`config.mk`:
```
export PLATFORM = sky130hd
export DESIGN_NAME = parity_frame_receiver
export DESIGN_NICKNAME = d
export VERILOG_FILES = /design/src/rtl/parity_frame_receiver.sv
export SDC_FILE = /design/constraint.sdc
export NUM_CORES = 1
export LEC_CHECK = 0
export ABC_AREA = 1
export ABC_CLOCK_PERIOD_IN_PS = 1400
export CAP_MARGIN = 20
export CORE_UTILIZATION = 42
export DETAILED_ROUTE_END_ITERATION = 6
export GPL_TIMING_DRIVEN = 0
export PLACE_DENSITY = 0.65
export SLEW_MARGIN = 0
export SYNTH_ARGS = -nofsm -noshare
export SYNTH_HDL_FRONTEND = slang
export SYNTH_SLANG_ARGS = --single-unit
```
`constraint.sdc`:
```
create_clock -name clk -period 1.4 [get_ports clk]
set_input_delay 0.28 -clock clk [delete_from_list [all_inputs] [get_ports clk]]
set_output_delay 0.28 -clock clk [all_outputs]
set_load 0.02 [all_outputs]
```
`src/rtl/parity_frame_receiver.sv`:
```
`timescale 1ns/1ps
`default_nettype none
// ============================================================================
// Module   : parity_frame_receiver
// Purpose  : Asynchronous serial receiver for 5-bit parity codewords
//            (4 data bits + parity bit in the LSB). The line carries a start
//            bit, codeword bit4..bit0 MSB first, and a stop bit. Each frame
//            is checked for even/odd parity and a valid stop bit. A
//            saturating counter tracks how many frames were in error.
// Ports    : clk        - rising-edge clock
//            rst_n      - asynchronous active-low reset
//            rx         - serial line, idle high, asynchronous to clk
//            odd_mode   - 1 = odd parity expected, 0 = even (latched at start)
//            clr_err    - synchronous clear of err_count (wins over increment)
//            data_out   - received data bits, codeword[4:1]
//            codeword   - received codeword, bit0 = parity bit
//            data_valid - one-cycle pulse when a frame completes
//            parity_err - parity mismatch, qualified by data_valid
//            frame_err  - stop bit sampled low, qualified by data_valid
//            busy       - high whenever the receiver is not idle
//            err_count  - saturating count of erroneous frames
// Revision : 1.0 - initial release
// ============================================================================
module parity_frame_receiver #(
  parameter int CLKS_PER_BIT = 4,
  parameter int ERR_CNT_W    = 8
) (
  input  logic                 clk,
  input  logic                 rst_n,
  input  logic                 rx,
  input  logic                 odd_mode,
  input  logic                 clr_err,
  output logic [3:0]           data_out,
  output logic [4:0]           codeword,
  output logic                 data_valid,
  output logic                 parity_err,
  output logic                 frame_err,
  output logic                 busy,
  output logic [ERR_CNT_W-1:0] err_count
);

  localparam int HALF  = CLKS_PER_BIT / 2;
  localparam int CNT_W = (CLKS_PER_BIT > 2) ? $clog2(CLKS_PER_BIT) : 1;

  // Start bit is checked mid-bit; every later bit is sampled one full bit
  // period after the previous sample, so all samples stay mid-bit.
  localparam logic [CNT_W-1:0] START_SAMPLE = CNT_W'(HALF - 1);
  localparam logic [CNT_W-1:0] BIT_SAMPLE   = CNT_W'(CLKS_PER_BIT - 1);

  typedef enum logic [1:0] {
    IDLE  = 2'd0,
    START = 2'd1,
    DATA  = 2'd2,
    STOP  = 2'd3
  } state_t;

  state_t           state;
  state_t           state_next;
  logic             sync_meta;
  logic             rxs;
  logic [CNT_W-1:0] cnt;
  logic [2:0]       bit_idx;
  logic [4:0]       shift_reg;
  logic             odd_latched;
  logic             armed;
  logic             sample;
  logic             frame_done;

  // Two-flop synchronizer; resets to the idle (high) line level.
  always_ff @(posedge clk or negedge rst_n) begin
    if (!rst_n) begin
      sync_meta <= 1'b1;
      rxs       <= 1'b1;
    end else begin
      sync_meta <= rx;
      rxs       <= sync_meta;
    end
  end

  // State register
  always_ff @(posedge clk or negedge rst_n) begin
    if (!rst_n) begin
      state <= IDLE;
    end else begin
      state <= state_next;
    end
  end

  // Next-state and sample-strobe logic
  always_comb begin
    state_next = state;
    sample     = 1'b0;
    case (state)
      IDLE: begin
        if (!rxs && armed) begin
          state_next = START;
        end
      end
      START: begin
        if (cnt == START_SAMPLE) begin
          sample     = 1'b1;
          // A line that is high again at mid-start-bit was only a glitch.
          state_next = rxs ? IDLE : DATA;
        end
      end
      DATA: begin
        if (cnt == BIT_SAMPLE) begin
          sample = 1'b1;
          if (bit_idx == 3'd0) begin
            state_next = STOP;
          end
        end
      end
      STOP: begin
        if (cnt == BIT_SAMPLE) begin
          sample     = 1'b1;
          state_next = IDLE;
        end
      end
      default: begin
        state_next = IDLE;
      end
    endcase
  end

  assign frame_done = (state == STOP) && sample;
  assign busy       = (state != IDLE);

  // Bit timing, shift register and frame bookkeeping
  always_ff @(posedge clk or negedge rst_n) begin
    if (!rst_n) begin
      cnt         <= '0;
      bit_idx     <= 3'd0;
      shift_reg   <= 5'd0;
      odd_latched <= 1'b0;
      armed       <= 1'b1;
    end else begin
      if (sample || (state_next != state)) begin
        cnt <= '0;
      end else begin
        cnt <= cnt + CNT_W'(1);
      end

      if ((state == START) && (state_next == DATA)) begin
        bit_idx <= 3'd4;
      end else if ((state == DATA) && sample) begin
        bit_idx <= bit_idx - 3'd1;
      end

      if ((state == DATA) && sample) begin
        shift_reg <= {shift_reg[3:0], rxs};
      end

      if ((state == IDLE) && (state_next == START)) begin
        odd_latched <= odd_mode;
      end

      // A frame ending on a low stop bit disarms start detection until the
      // line has been seen high again, so a held-low break reports once.
      if (frame_done && !rxs) begin
        armed <= 1'b0;
      end else if ((state == IDLE) && rxs) begin
        armed <= 1'b1;
      end
    end
  end

  // Frame result registers
  always_ff @(posedge clk or negedge rst_n) begin
    if (!rst_n) begin
      data_valid <= 1'b0;
      parity_err <= 1'b0;
      frame_err  <= 1'b0;
      codeword   <= 5'd0;
      data_out   <= 4'd0;
    end else begin
      data_valid <= frame_done;
      parity_err <= frame_done & ((^shift_reg) ^ odd_latched);
      frame_err  <= frame_done & ~rxs;
      if (frame_done) begin
        codeword <= shift_reg;
        data_out <= shift_reg[4:1];
      end
    end
  end

  // Saturating error counter; clear takes priority over an increment.
  always_ff @(posedge clk or negedge rst_n) begin
    if (!rst_n) begin
      err_count <= '0;
    end else if (clr_err) begin
      err_count <= '0;
    end else if (data_valid && (parity_err || frame_err) && !(&err_count)) begin
      err_count <= err_count + ERR_CNT_W'(1);
    end
  end

endmodule
`default_nettype wire

```
Word level (Yosys, flattened, before mapping):

Index checks and enable logic that the tools add are counted.

* add/sub/neg operators: 3
* equal/unequal tests: 8
* muxes and demuxes: 17
* bitwise operators: 4
* reduce and logical (&&, ||, !) cells: 22

Operators with widths (number)
* 2-to-1 mux 8 bit: 2
* 2-to-1 mux 2 bit: 7
* logical AND 1 bit: 9
* adder 8 x 1 -> 8 bit (second input constant): 1
* == test 2 bit (second input constant): 4
* case mux 2 bit (4 select lines): 1
* AND reduction 8 bit: 1
* nonzero test 2 bit: 4
* == test 2 x 1 -> 1 bit (second input constant): 3
* 2-to-1 mux 3 bit: 2
* parity 5 bit: 1
* 2-to-1 mux 1 bit: 4
* zero test 3 bit: 1
* subtractor 3 x 1 -> 3 bit (second input constant): 1
* adder 2 x 1 -> 2 bit (second input constant): 1
* bitwise AND 1 bit: 2
* zero test 1 bit: 2
* zero test 2 bit: 1
* logical OR 1 bit: 2
* != test 2 bit: 1
* case mux 1 bit (2 select lines): 1
* OR reduction 2 bit: 1
* NOT 1 bit: 1
* XOR 1 bit: 1

* register bits after elaboration: 36
* bits of input ports: 5
* output and inout bits: 21

Longest topological paths before layout:

Gate-level depths: netlist of the first run.

* word-level depth: 7
* mapped depth: 8
* gate-level depth less buffers: 8

Worst setup path before layout of the first run:

Ideal clock, no wire load.

* path type: flip-flop to flip-flop
* start: register err_count[0]
* end: register err_count[5]
* setup time: 118 ps
* arrival time: 1294 ps
* slack: -12 ps
* stages on the path, launching flop included: 8
* buffers on the path: 0
* cell sequence: dfrtp_1 > ha_1 > nand2_1 > nor2_2 > a21oi_4 > nor2_4 > nand2_1 > nand2_1

* longest elaborated chain between the ends: 4

RTL lines
* start, declared: RTL line 39 `output logic [ERR_CNT_W-1:0] err_count`
* start signal, assigned: RTL line 194 `err_count <= err_count + ERR_CNT_W'(1);`
* branches (longest 4 deep; another with adder 8 x 1 -> 8 bit)

Several ways; the timed one is not identified. The select of a mux whose other input is x is not followed.
A chain may end at the register's enable or synchronous reset.

Worst setup path after layout of the first run:

* start: register err_count[3]
* end: output err_count[3]

No word-level cell between the ends.

==> results.sh, run 1 <==
export IMPL_antenna_cells=0
export IMPL_overflow=0
export IMPL_max_freq_ghz=0.733
export IMPL_synth_avg_cell_area_um2=8.23
export IMPL_syn_num_nets=201
export IMPL_die_w_um=63.2
export IMPL_grtUsageTotal_pct=19.2
export IMPL_final_util_pct=60.0
export IMPL_cts_buffer_depth=2
export IMPL_multiInputGateArea_um2=667
export IMPL_area_delta_synth_final_pct=32.4
export IMPL_nets=237
export IMPL_core_area_um2=3470
export IMPL_cts_max_level=2
export IMPL_p_leak_nw=1.11
export IMPL_cp_num_buf_inv=1
export IMPL_ys_warnings_count=0
export IMPL_path_cells="dlygate4sd2_1"
export IMPL_synth_edf_count=0
export IMPL_pin_count=26
export IMPL_period_needed_ns=1.36
export IMPL_totalWireLength_um=3260
export IMPL_synth_top_family_by_area="simple AND/OR/NAND/NOR gates"
export IMPL_synth_compound_area_share_pct=6.60
export IMPL_required_ns=1.12
export IMPL_holdBufCountCts=0
export IMPL_num_vias=1316
export IMPL_clockRootBuffer="clkbuf_8"
export IMPL_peakVddDrop_uv=915
export IMPL_synthMostInstantiatedCell="nand2_1"
export IMPL_cts_clk_slew_worst_paths_ns=0.06
export IMPL_dpl_hpwl_um=2380
export IMPL_critPathMaxStageDelay_ns=0.44
export IMPL_cts_buffers=5
export IMPL_hold_viol=0
export IMPL_cp_end_kind="primary output"
export IMPL_drv_slew=0
export IMPL_grt_max_degree=18
export IMPL_p_comb_share_pct=30.0
export IMPL_p_sw_mw=1.09
export IMPL_start_kind="register"
export IMPL_p_seq_share_pct=40.4
export IMPL_drive_gt1_share_pct=19.3
export IMPL_drc=0
export IMPL_clk_latency_ns=0.29
export IMPL_regArea_um2=808
export IMPL_path_max_fanout=5
export IMPL_io_buffers=25
export IMPL_pwr_share_clk_pct=29.6
export IMPL_wl_per_cell_um=11.9
export IMPL_gp_congestion=0.840
export IMPL_synth_area_leaders="dfrtp_1 46%, nand2_1 14%, inv_1 6.0%"
export IMPL_drt_pass1_iterations=4
export IMPL_synth_mux_area_share_pct=0
export IMPL_grt_pass1_vias=1372
export IMPL_maxCapViolCount=0
export IMPL_crit_family="flip-flops"
export IMPL_synth_top_area_cell="dfrtp_1"
export IMPL_die_area_um2=3990
export IMPL_nFillCells=319
export IMPL_hp_class="register to register"
export IMPL_drtAntennaViolNets=0
export IMPL_power_density_nw_per_um2=1550
export IMPL_max_slew_margin_rel_pct=42.2
export IMPL_antenna_found_initial=0
export IMPL_viasPerCell=4.80
export IMPL_finalCritPeriodShare_pct=97.4
export IMPL_largest_reg_flops=8
export IMPL_synth_simple_area_share_pct=28.2
export IMPL_drtIter0Drc=65
export IMPL_regToRegSetupSlack_ns=0.06
export IMPL_synth_seq_area_share_pct=51.2
export IMPL_grt_pass1_wl_um=5910
export IMPL_clock_skew_ns=0.00311
export IMPL_status="finished clean"
export IMPL_die_h_um=63.2
export IMPL_synthTopCellsByCount="57 x nand2_1, 29 x dfrtp_1, 25 x inv_1"
export IMPL_cts_sinks=32
export IMPL_sw_frac_of_total_pct=33.8
export IMPL_critical_path_class="register to primary output"
export IMPL_synth_cell_type_count=20
export IMPL_synth_seq_cells=32
export IMPL_fin_setup_tns_ns=0
export IMPL_synth_ff_type="dfrtp_1"
export IMPL_finalSetupViolations=0
export IMPL_synthesis_area_um2=1570
export IMPL_p_int_mw=2.14
export IMPL_synth_top_cell_area_share_pct=46.1
export IMPL_slowest_stage="dfrtp_1"
export IMPL_syn_inst=191
export IMPL_arrival_ns=1.08
export IMPL_worst_pin_slew_ns=0.865
export IMPL_cts_tree="done"
export IMPL_rsz0062_at_grt="true"
export IMPL_rows=21
export IMPL_synthArstFlopShare_pct=100
export IMPL_synth_adder_area_share_pct=3.98
export IMPL_synthXorXnorAreaFrac_pct=1.11
export IMPL_initial_utilization_pct=45.3
## metal layers
layer  wire length [um]  vias to the layer above  share of wire, %  GRT usage, %
met5                  0                        -                 0             0
met4                 77                        0               2.4          10.5
met3                113                       10               3.5          4.89
met2               1600                       25                49          32.4
met1               1470                      615                45          22.2
li1                   -                      666                 -             -
## placed cells by master, fill, tap and decap left out, types with 3 or more instances in the layout
master | synthesis | final
nand2_1 | 57 | 55
dfrtp_1 | 29 | 26
inv_1 | 25 | 25
nand3_1 | 18 | 16
nor2_1 | 16 | 15
dlygate4sd2_1 | 0 | 15
o21ai_1 | 12 | 12
clkbuf_8 | 0 | 7
nand4_1 | 6 | 6
buf_4 | 4 | 6
ha_1 | 5 | 4
clkdlybuf4s50_1 | 0 | 4
clkbuf_2 | 0 | 4
nor2_4 | 2 | 3
nand2_2 | 2 | 3
dfstp_2 | 3 | 3
dfrtp_2 | 0 | 3
## cell type report
cell class,count,share of cell area [%]
Multi-Input combinational cell,126,32.0
Tap cell,46,2.76
Clock buffer,7,4.63
Sequential cell,32,38.8
Clock inverter,1,1.44
Timing Repair Buffer,29,12.9
Inverter,27,4.87
Buffer,6,2.52
## path summary, 6_finish.rpt
check                      cells after the start           end    startpoint
min in group asynchronous                      1  err_count[5]         rst_n
min reg2reg                                    0           rxs     sync_meta
min                                            0           rxs     sync_meta
max reg2reg                                    7  err_count[4]  err_count[0]
max                                            1  err_count[3]  err_count[3]
max in group asynchronous                      1  err_count[1]         rst_n
## cell families (layout without fill, tap and decap cells)
family	count (synthesis)	in the layout
compound gates	17	17
simple gates	102	102
fa+ha+maj	5	5
buf+inv	33	70
xor+xnor	2	2
flops	32	32
## power groups by stage
stage | clock (mW) | sequential [mW] | combinational (mW)
after global placement | 0 | 1.28 | 0.926
after CTS | 0.973 | 1.28 | 0.948
after global routing | 1.01 | 1.33 | 1.12
after floorplan | 0 | 1.31 | 0.626
final | 0.958 | 1.31 | 0.970
after detailed placement | 0 | 1.30 | 0.976
## per-stage QoR
stage / area, um^2 / power (mW) / worst slack, ns / instances / hold WS (ns)
2_1_floorplan: 1570 / 1.93 / 0.0299 / 191 / -0.0156
3_3_place_gp: 1880 / 2.21 / -0.624 / 262 / 0.349
3_5_place_dp: 1910 / 2.28 / -0.0654 / 263 / 0.347
4_1_cts: 2030 / 3.20 / -0.0788 / 272 / 0.356
5_1_grt: 2080 / 3.47 / -0.00596 / 274 / 0.359
6_report: 2080 / 3.23 / 0.0359 / 274 / 0.355
## repair_timing
| item | 4_1_cts | 5_1_grt |
|---|---|---|
| resized for setup | 30 | 19 |
| setup buffers | 1 | 2 |
| setup endpoints to repair | 30 | 26 |
| pin swaps | 1 | 3 |
Power figures use the tool's default switching activity.
==> run 2, diff against run 1 <==
GPL_TIMING_DRIVEN = default   (was 0)
==> results.sh, run 2 (same netlist as run 1, synthesis figures left out) <==
export IMPL_sw_frac_of_total_pct=33.7
export IMPL_critical_path_class="register to primary output"
export IMPL_viasPerCell=4.68
export IMPL_drive_gt1_share_pct=17.3
export IMPL_num_vias=1296
export IMPL_p_seq_share_pct=40.2
export IMPL_max_slew_margin_rel_pct=80.9
export IMPL_drv_slew=0
export IMPL_whs_ns=0.360
export IMPL_gp_congestion=0.837
export IMPL_required_ns=1.12
export IMPL_finalCritPeriodShare_pct=96.7
export IMPL_final_cell_mix="56 x nand2_1, 28 x dfrtp_1, 25 x inv_1, 20 x dlygate4sd2_1, 16 x nand3_1"
export IMPL_die_h_um=63.2
export IMPL_place_inst=268
export IMPL_grt_pass1_wl_um=5290
export IMPL_dpl_hpwl_um=2280
export IMPL_grtUsageTotal_pct=17.2
export IMPL_path_cells="dlygate4sd2_1"
export IMPL_antenna_cells=0
export IMPL_maxCapViolCount=0
export IMPL_cp_num_buf_inv=1
export IMPL_max_freq_ghz=0.739
export IMPL_cts_clk_slew_worst_paths_ns=0.06
export IMPL_hp_class="register to register"
export IMPL_clockRootBuffer="clkbuf_8"
export IMPL_cts_max_level=2
export IMPL_area_delta_synth_final_pct=30.3
export IMPL_initial_utilization_pct=45.3
export IMPL_period_needed_ns=1.35
export IMPL_final_common_cell="nand2_1"
export IMPL_p_sw_mw=1.05
export IMPL_hold_viol=0
export IMPL_die_w_um=63.2
export IMPL_antenna_found_initial=0
export IMPL_peakVddDrop_uv=976
export IMPL_status="finished clean"
export IMPL_pin_count=26
export IMPL_cts_buffer_depth=2
export IMPL_die_area_um2=3990
export IMPL_totalWireLength_um=3010
export IMPL_cts_buffers=5
export IMPL_arrival_ns=1.07
export IMPL_power_density_nw_per_um2=1520
export IMPL_crit_family="flip-flops"
export IMPL_cp_end_kind="primary output"
export IMPL_drt_pass1_iterations=4
export IMPL_critPathMaxStageDelay_ns=0.44
export IMPL_core_area_um2=3470
export IMPL_clk_latency_ns=0.28
export IMPL_grt_max_degree=33
export IMPL_finalSetupViolations=0
export IMPL_holdBufCountCts=0
export IMPL_nets=240
export IMPL_p_int_mw=2.06
export IMPL_drc=0
export IMPL_pwr_share_clk_pct=27.1
export IMPL_largest_reg_flops=8
export IMPL_final_cell_count_no_fill=277
export IMPL_cts_sinks=32
export IMPL_p_comb_share_pct=32.6
export IMPL_fin_setup_tns_ns=0
export IMPL_drtAntennaViolNets=0
export IMPL_io_buffers=25
export IMPL_grt_pass1_vias=1213
export IMPL_worst_pin_slew_ns=0.285
export IMPL_p_leak_nw=1.11
export IMPL_start_kind="register"
export IMPL_rows=21
export IMPL_wl_per_cell_um=10.9
export IMPL_clock_skew_ns=0.00310
export IMPL_overflow=0
export IMPL_cts_tree="done"
export IMPL_drtIter0Drc=57
export IMPL_path_max_fanout=5
export IMPL_slowest_stage="dfrtp_1"
-- run 2: cell count changes in the layout (fill, tap and decap cells not counted), sizes merged --
cell           previous run  this run
clkbuf                   11         6
dlygate4sd2              15        20
buf                      11        14
clkinv                    0         1
clkdlybuf4s15             1         0
-- run 2: what timing repair did --
item / CTS / global route
gates resized for setup: 24 / 6
setup endpoints to repair: 21 / 13
pin swaps: 0 / 2
setup buffers: 0 / 1
-- run 2: power by group through the flow --
stage                     logic, mW  registers, mW  clock network [mW]
final                          1.01           1.25               0.844
after global routing           1.17           1.27               0.907
after CTS                      1.02           1.25               0.871
after detailed placement       1.05           1.26                   0
after global placement         1.02           1.25                   0
after floorplan               0.626           1.31                   0
-- run 2: layer usage --
layer | wire length [um] | track usage, % | up-vias
met5 | 0 | 0 | -
met3 | 123 | 4.89 | 7
met2 | 1470 | 28.9 | 29
met1 | 1370 | 20.9 | 582
li1 | - | - | 678
met4 | 46 | 5.97 | 0
-- run 2: area by class of cell --
cell class | instances | area (um^2)
Timing Repair Buffer | 38 | 330
Inverter | 27 | 101
Multi-Input combinational cell | 126 | 647
Tap cell | 46 | 57.6
Fill cell | 315 | 1420
Sequential cell | 32 | 806
Clock inverter | 2 | 35.0
Clock buffer | 6 | 72.6
-- run 2: worst paths after layout --
check                        startpoint            to  slack, ns  cells after the start
setup / recovery           err_count[3]  err_count[3]       0.05                      1
hold / removal                sync_meta           rxs       0.36                      0
setup reg to reg           err_count[1]  err_count[7]       0.07                      7
hold reg to reg               sync_meta           rxs       0.36                      0
max in group asynchronous         rst_n           rxs       0.80                      2
min in group asynchronous         rst_n  err_count[4]       0.37                      2
-- run 2: metrics by stage --
| stage | power, mW | setup slack [ns] | utilization [%] | cell area (um^2) |
|---|---|---|---|---|
| 3_3_place_gp | 2.27 | 0.0461 | 56.1 | 1940 |
| 3_5_place_dp | 2.31 | 0.0187 | 56.1 | 1940 |
| 5_1_grt | 3.35 | -0.00485 | 59.1 | 2050 |
| 2_1_floorplan | 1.93 | 0.0299 | - | 1570 |
| 4_1_cts | 3.14 | 0.00297 | 58.5 | 2030 |
| 6_report | 3.11 | 0.0460 | 59.1 | 2050 |
==> run 3, diff against run 2 <==
ABC_CLOCK_PERIOD_IN_PS = 1600   (was 1400)
CTS_CLUSTER_DIAMETER = 60   (was default)
clock period = 1.6 ns   (was 1.4 ns; I/O delays follow)
==> results.sh, run 3 (same netlist as run 1, synthesis figures left out) <==
export IMPL_arrival_ns=1.23
export IMPL_crit_family="buffers and inverters"
export IMPL_clockRootBuffer="clkbuf_8"
export IMPL_rsz0062_at_grt="false"
export IMPL_cts_tree="done"
export IMPL_drc=0
export IMPL_viasPerCell=4.83
export IMPL_power_mw=2.53
export IMPL_rows=21
export IMPL_holdBufCountCts=0
export IMPL_power_density_nw_per_um2=1270
export IMPL_path_cells="clkdlybuf4s50_1"
export IMPL_critPathMaxStageDelay_ns=0.61
export IMPL_final_common_cell="nand2_1"
export IMPL_p_leak_nw=1.21
export IMPL_grt_max_degree=33
export IMPL_status="finished clean"
export IMPL_die_h_um=63.2
export IMPL_nets=233
export IMPL_drive_gt1_share_pct=10.7
export IMPL_die_w_um=63.2
export IMPL_finalCritPeriodShare_pct=96.8
export IMPL_period_needed_ns=1.55
export IMPL_initial_utilization_pct=45.3
export IMPL_max_freq_ghz=0.646
export IMPL_grt_pass1_wl_um=5320
export IMPL_final_cell_mix="57 x nand2_1, 29 x dfrtp_1, 25 x inv_1, 18 x nand3_1, 16 x nor2_1"
export IMPL_drtIter0Drc=64
export IMPL_hp_class="register to register"
export IMPL_slowest_stage="clkdlybuf4s50_1"
export IMPL_drtAntennaViolNets=0
export IMPL_grtUsageTotal_pct=17.1
export IMPL_gp_congestion=0.799
export IMPL_antenna_cells=0
export IMPL_cp_num_buf_inv=1
export IMPL_place_ws_ns=0.144
export IMPL_die_area_um2=3990
export IMPL_max_slew_margin_rel_pct=81.7
export IMPL_dpl_hpwl_um=2190
export IMPL_wl_per_cell_um=11.2
export IMPL_cp_end_kind="primary output"
export IMPL_area_delta_synth_final_pct=26.9
export IMPL_cts_max_level=2
export IMPL_peakVddDrop_uv=704
export IMPL_pwr_share_clk_pct=23.1
export IMPL_p_int_mw=1.64
export IMPL_place_area_um2=1900
export IMPL_clk_latency_ns=0.28
export IMPL_critical_path_class="register to primary output"
export IMPL_maxCapViolCount=0
export IMPL_clock_skew_ns=0.00472
export IMPL_sw_frac_of_total_pct=35.1
export IMPL_reg2reg_from="err_count[0]"
export IMPL_p_seq_share_pct=43.3
export IMPL_num_vias=1303
export IMPL_fin_setup_tns_ns=0
export IMPL_min_delay_start="sync_meta"
export IMPL_cts_buffer_depth=2
export IMPL_required_ns=1.28
export IMPL_fin_area_um2=2000
export IMPL_whs_ns=0.357
export IMPL_io_buffers=25
export IMPL_setup_slack_ns=0.0514
export IMPL_cts_buffers=5
export IMPL_largest_reg_flops=8
export IMPL_overflow=0
export IMPL_antenna_found_initial=0
export IMPL_drt_pass1_iterations=4
export IMPL_cp_startpoint="err_count[2]"
export IMPL_cts_sinks=32
export IMPL_hold_viol=0
export IMPL_finalSetupViolations=0
export IMPL_cts_clk_slew_worst_paths_ns=0.07
export IMPL_pin_count=26
export IMPL_start_kind="register"
export IMPL_totalWireLength_um=3010
export IMPL_p_sw_uw=890
export IMPL_post_cts_buffers=0
export IMPL_nFillCells=326
export IMPL_p_comb_share_pct=33.6
export IMPL_path_max_fanout=2
export IMPL_drv_slew=0
export IMPL_core_area_um2=3470
export IMPL_grt_pass1_vias=1199
export IMPL_worst_pin_slew_ns=0.272
[run 3: power groups by stage]
stage / sequential [mW] / clock [mW] / combinational (mW)
5_1_grt: 1.12 / 0.655 / 0.990
3_5_place_dp: 1.11 / 0 / 0.881
3_3_place_gp: 1.10 / 0 / 0.854
2_1_floorplan: 1.14 / 0 / 0.547
6_report: 1.10 / 0.585 / 0.851
4_1_cts: 1.10 / 0.610 / 0.872
[run 3: metrics by stage]
step	std cells	util (%)
finish	270	57.5
global route	270	57.5
CTS	270	56.7
detailed placement	262	54.7
global placement	262	54.7
floorplan	191	-
[run 3: per-layer routing]
layer  part of all wire, %  vias to the layer above  track usage (%)
met1                    47                      596             22.6
met4                   1.2                        0             7.67
met5                     0                        -                0
met3                   4.7                        5             4.53
met2                    47                       38             26.2
li1                      -                      664                -
[run 3: final timing paths]
kind	endpoint	slack, ns	cells past startpoint
max in group asynchronous	sync_meta	0.94	2
setup / recovery	err_count[2]	0.05	1
hold reg to reg	rxs	0.36	0
setup reg to reg	err_count[3]	0.13	7
min in group asynchronous	err_count[5]	0.40	2
hold / removal	rxs	0.36	0
[run 3: repair_timing]
item | 4_1_cts | 5_1_grt
setup endpoints to repair | 9 | 11
pin swaps | 0 | 0
resized for setup | 9 | 11
endpoints found under the hold margin | 0 | 0
[run 3: cell type report]
class / count / area (um^2) / area share (%)
Clock buffer: 7 / 76.3 / 3.82
Clock inverter: 1 / 5.00 / 0.251
Inverter: 27 / 101 / 5.08
Multi-Input combinational cell: 126 / 627 / 31.4
Sequential cell: 32 / 805 / 40.3
Tap cell: 46 / 57.6 / 2.88
Timing Repair Buffer: 31 / 324 / 16.2
